<file path="config.mk">
export PLATFORM = sky130hd
export DESIGN_NAME = or1200_wb_arb
export DESIGN_NICKNAME = d
export VERILOG_FILES = /design/src/rtl/or1200_wb_arb.sv
export SDC_FILE = /design/constraint.sdc
export NUM_CORES = 1
export LEC_CHECK = 0
export BUFFER_PORTS_ARGS = -buffer_cell sky130_fd_sc_hd__buf_2
export CAP_MARGIN = 5
export CORE_AREA = 3 3 124 126
export CTS_CLUSTER_SIZE = 12
export DETAILED_ROUTE_END_ITERATION = 8
export DIE_AREA = 0 0 127 129
export SLEW_MARGIN = 20
export SYNTH_ARGS = -nofsm -noshare
export SYNTH_HDL_FRONTEND = slang
export SYNTH_SLANG_ARGS = --single-unit
</file>
<file path="constraint.sdc">
create_clock -name clk_i -period 2.7 [get_ports clk_i]
set_input_delay 0.54 -clock clk_i [delete_from_list [all_inputs] [get_ports clk_i]]
set_output_delay 0.54 -clock clk_i [all_outputs]
set_load 0.02 [all_outputs]
</file>
<file path="src/rtl/or1200_wb_arb.sv">
// Two-master (instruction/data) to one-slave Wishbone classic arbiter with
// round-robin tie break, whole-cycle bus ownership and a stall watchdog.
module or1200_wb_arb #(
    parameter int AW      = 32,
    parameter int DW      = 32,
    parameter int TIMEOUT = 255,
    parameter int CW      = 8
) (
    input  logic            clk_i,
    input  logic            rst_n_i,
    input  logic            iwb_cyc_i,
    input  logic            iwb_stb_i,
    input  logic            iwb_we_i,
    input  logic [DW/8-1:0] iwb_sel_i,
    input  logic [AW-1:0]   iwb_adr_i,
    input  logic [DW-1:0]   iwb_dat_i,
    output logic [DW-1:0]   iwb_dat_o,
    output logic            iwb_ack_o,
    output logic            iwb_err_o,
    input  logic            dwb_cyc_i,
    input  logic            dwb_stb_i,
    input  logic            dwb_we_i,
    input  logic [DW/8-1:0] dwb_sel_i,
    input  logic [AW-1:0]   dwb_adr_i,
    input  logic [DW-1:0]   dwb_dat_i,
    output logic [DW-1:0]   dwb_dat_o,
    output logic            dwb_ack_o,
    output logic            dwb_err_o,
    output logic            s_cyc_o,
    output logic            s_stb_o,
    output logic            s_we_o,
    output logic [DW/8-1:0] s_sel_o,
    output logic [AW-1:0]   s_adr_o,
    output logic [DW-1:0]   s_dat_o,
    input  logic [DW-1:0]   s_dat_i,
    input  logic            s_ack_i,
    input  logic            s_err_i
);

    localparam logic [1:0] IDLE  = 2'd0;
    localparam logic [1:0] OWN_I = 2'd1;
    localparam logic [1:0] OWN_D = 2'd2;

    localparam logic [CW-1:0] WD_LIMIT = CW'(TIMEOUT);

    logic [1:0]    state, state_nx;
    logic          last_d;
    logic [CW-1:0] wd_cnt, wd_cnt_nx;
    logic          own_i, own_d, own_cyc, own_stb, wd_fire;

    always_comb begin
        own_i   = (state == OWN_I);
        own_d   = (state == OWN_D);
        own_cyc = (own_i & iwb_cyc_i) | (own_d & dwb_cyc_i);
        own_stb = (own_i & iwb_cyc_i & iwb_stb_i) | (own_d & dwb_cyc_i & dwb_stb_i);
    end

    // A zero TIMEOUT removes the watchdog entirely.
    assign wd_fire = (TIMEOUT != 0) && own_stb && (wd_cnt == WD_LIMIT);

    always_comb begin
        state_nx = state;
        case (state)
            IDLE: begin
                if (iwb_cyc_i && dwb_cyc_i) state_nx = last_d ? OWN_I : OWN_D;
                else if (iwb_cyc_i)         state_nx = OWN_I;
                else if (dwb_cyc_i)         state_nx = OWN_D;
            end
            OWN_I:   if (!iwb_cyc_i) state_nx = dwb_cyc_i ? OWN_D : IDLE;
            OWN_D:   if (!dwb_cyc_i) state_nx = iwb_cyc_i ? OWN_I : IDLE;
            default: state_nx = IDLE;
        endcase
    end

    always_comb begin
        wd_cnt_nx = wd_cnt;
        if ((state_nx != state) || s_ack_i || s_err_i || wd_fire) wd_cnt_nx = '0;
        else if (own_stb)                                          wd_cnt_nx = wd_cnt + CW'(1);
    end

    always_ff @(posedge clk_i or negedge rst_n_i) begin
        if (!rst_n_i) begin
            state  <= IDLE;
            last_d <= 1'b1;
            wd_cnt <= '0;
        end else begin
            state  <= state_nx;
            wd_cnt <= wd_cnt_nx;
            if (state_nx != state && state_nx == OWN_I) last_d <= 1'b0;
            if (state_nx != state && state_nx == OWN_D) last_d <= 1'b1;
        end
    end

    // Slave side is a pure mux of the registered owner; IDLE drives all zeros.
    always_comb begin
        s_cyc_o = own_cyc;
        s_stb_o = own_stb & ~wd_fire;
        s_we_o  = (own_i & iwb_we_i) | (own_d & dwb_we_i);
        s_sel_o = own_i ? iwb_sel_i : (own_d ? dwb_sel_i : '0);
        s_adr_o = own_i ? iwb_adr_i : (own_d ? dwb_adr_i : '0);
        s_dat_o = own_i ? iwb_dat_i : (own_d ? dwb_dat_i : '0);
    end

    // Responses are gated by the owner's cyc so a late ack after an abort is dropped.
    always_comb begin
        iwb_ack_o = own_i & iwb_cyc_i & s_ack_i;
        iwb_err_o = own_i & iwb_cyc_i & (s_err_i | wd_fire);
        dwb_ack_o = own_d & dwb_cyc_i & s_ack_i;
        dwb_err_o = own_d & dwb_cyc_i & (s_err_i | wd_fire);
        iwb_dat_o = s_dat_i;
        dwb_dat_o = s_dat_i;
    end

endmodule

</file>
==> flow_metrics.py <==
metrics = {
    "hold_path": {
        "worst_hold_path_type": "input pin to async pin",
    },
    "drt": {
        "ant_nets": 0,
        "viasPerCell": 4.17,
        "met3_length_um": 1580,
        "top_layer_used": "met5",
        "routed_wl_um": 11400,
        "met2_length_um": 4500,
        "firstDrtPassIters": 4,
        "drt-met1-wl_um": 5280,
        "drc": 0,
        "vias": 2305,
        "wire_per_inst_um": 20.6,
        "first_iter_violations": 91,
    },
    "worst_setup_path": {
        "crit_top_cell": "nor2_1",
        "crit_path_cell_trace": "nand4b_2, a211oi_1, nor2_1, nor2_1, buf_2",
        "cp_max_fo": 11,
        "critPathLaunchType": "register",
        "cp_slowest_stage_delay_ps": 500,
        "crit_path_top_delay_cell": "dfrtp_1",
        "criticalPathCategory": "register to output port",
        "crit_arrival_ps": 1810,
        "end_kind": "output port",
        "cp.required_ps": 2160,
    },
    "yosys": {
        "syn_area_mm2": 0.00184,
        "synth_top_area_cell": "a22o_1",
        "synth_top_area_share": 0.328,
        "seq_area_frac_synth": 0.150,
        "synth.distinct_cells": 30,
        "syn_avg_cell_area_um2": 8.22,
        "synth_cells": 224,
        "synth-seq-cells": 11,
        "ys_warn_count": 0,
        "synth_nets": 403,
        "ys_top_cells_by_area": "a22o_1, buf_4, dfrtp_1",
    },
    "global_routing": {
        "grt_start_max_net_pins": 70,
        "antenna_found_initial": 3,
        "grt_use_total": 0.128,
        "grt_pass1_wl_um": 14900,
        "grt_overflow": 0,
        "grt_pass1_vias": 2166,
    },
    "cts": {
        "clk_pin_slew_ps": 40,
        "ctsResizeCount": 0,
        "cts_buffer_depth": 2,
        "numCtsBuffers": 3,
        "cts_tree": "built",
        "root_buffer": "clkbuf_16",
        "htree_levels": 1,
        "holdBufCountCts": 0,
        "insertion_delay_ps": 240,
        "cts_setup_buffers": 0,
        "cts_sinks": 11,
    },
    "status": {
        "outcome": "complete, no violations",
    },
    "pwr": {
        "p_clk_frac": 0.203,
        "p_sw_w": 0.000628,
        "powerDensity_mw_per_mm2": 489,
        "intPower_w": 0.000712,
        "seqPwrFrac": 0.143,
        "p_leak_nw": 1.53,
        "comb_power_share": 0.654,
        "ir_drop_mv": 0.207,
        "swShare": 0.469,
    },
    "timing": {
        "tightest_slew_ps": 454,
        "finalHoldViolCount": 0,
        "rsz0062_at_grt": "no",
        "worst_clock_skew_ps": 1.47,
        "finalCriticalPeriod_ps": 2350,
        "setup_tns_ps": 0,
        "fin_hold_ws_ps": 170,
        "slew_viol_final": 0,
        "setup_viol": 0,
        "fin_crit_sh": 0.871,
        "relSlewSlack": 0.698,
        "fmax_mhz": 425,
    },
    "placed_design": {
        "dpl.cell_count": 549,
        "io_buffers": 220,
        "dp_hpwl_um": 10300,
        "place.gp.congestion": 0.808,
        "postPlaceCellArea_mm2": 0.00266,
    },
    "floorplanning": {
        "coreArea_mm2": 0.0144,
        "dieWidth_um": 127,
        "dieArea_mm2": 0.0164,
        "initial_core_util": 0.128,
        "die_h_um": 129,
        "ios": 317,
        "rows": 44,
    },
    "finish": {
        "final_util": 0.190,
        "antenna_cells": 0,
        "final_cell_mix": "buf_2, a22o_1, dfrtp_1, nor2_1",
        "fin_area_mm2": 0.00274,
        "syn_to_final_growth_pct": 48.9,
        "nNetsFinal": 549,
        "layoutNonFillerInstCount": 553,
        "drive_gt1_frac": 0.650,
        "layout_commonest_cell": "buf_2",
    },
    "run": {
        "drv_cap": 0,
    },
}
==> cell usage after synthesis <==
cell      number
and3_1         1
nand2_1        5
nand3_1        5
o21a_1         2
inv_1          3
buf_2          1
nand4_1        1
buf_6          2
clkbuf_1      15
xnor2_1        6
nor2b_2        1
nor3_1         1
dfstp_2        1
xor2_1         1
a211oi_1       4
ha_1           1
a21boi_0       1
a22o_1        69
a21oi_1        3
buf_4         64
o22a_2         1
and2b_2        1
a21oi_2        1
nand4b_2       2
dfrtp_1       10
nand3b_1       2
or4_1          2
nor2_1         9
nor2_2         6
o21ai_0        3
==> metal layers <==
metal | track usage | up-vias
met5 | 0 | -
li1 | - | 1059
met4 | 0.0132 | 4
met1 | 0.179 | 1037
met3 | 0.0731 | 11
met2 | 0.175 | 194
==> cell type report <==
type	count	area, um2
multi-input combinational	128	997
timing repair buffer	223	1150
tap	184	230
fill	1682	11700
sequential	11	277
clock buffer	4	78.8
inverter	3	11.3
==> worst paths after layout <==
kind	slack [ps]	endpoint	from	cells past startpoint
worst max-delay path	350	iwb_err_o	state[0]	5
worst min-delay path	170	wd_cnt[5]	rst_n_i	1
worst max register to register	620	wd_cnt[1]	state[1]	4
worst min register to register	540	last_d	last_d	2
max in group asynchronous	2260	last_d	rst_n_i	1
min in group clk_i	540	last_d	last_d	2
==> power by group through the flow <==
stage / logic [W] / registers [W] / clock network (W)
global route: 0.000942 / 0.000195 / 0.000285
floorplan: 0.000638 / 0.000182 / 0
global placement: 0.000897 / 0.000193 / 0
detailed placement: 0.000898 / 0.000194 / 0
CTS: 0.000900 / 0.000191 / 0.000278
finish: 0.000876 / 0.000192 / 0.000272
==> metrics by stage <==
step | total power [W] | setup WS [ps]
after global placement | 0.00109 | 428
after detailed placement | 0.00109 | 415
after floorplan | 0.000821 | 442
after CTS | 0.00137 | 329
final | 0.00134 | 349
after global routing | 0.00142 | 126
==> worst max-delay path: cells and delay by family, from the launching register on <==
family | cells | cell delay (ps)
DFF | 1 | 500
buffers and inverters | 1 | 170
AOI/OAI and AO/OA | 1 | 340
and+or+nand+nor | 3 | 560
==> kinds of logic (layout without fill, tap and decap cells) <==
logic type | Yosys count | count (layout) | synth area share
AOI/OAI and AO/OA | 84 | 84 | 0.383
adders and majority gates | 1 | 1 | 0.00679
xor gates and xnor gates | 7 | 7 | 0.0333
and+or+nand+nor | 36 | 36 | 0.114
DFF | 11 | 11 | 0.150
buffers and inverters | 85 | 230 | 0.312
==> sequential cells by signal, summed over array words and instances, names as in the netlist <==
name	flops
wd_cnt	8
last_d	1
state	2
Note: power is estimated with default switching activity, not from simulation.
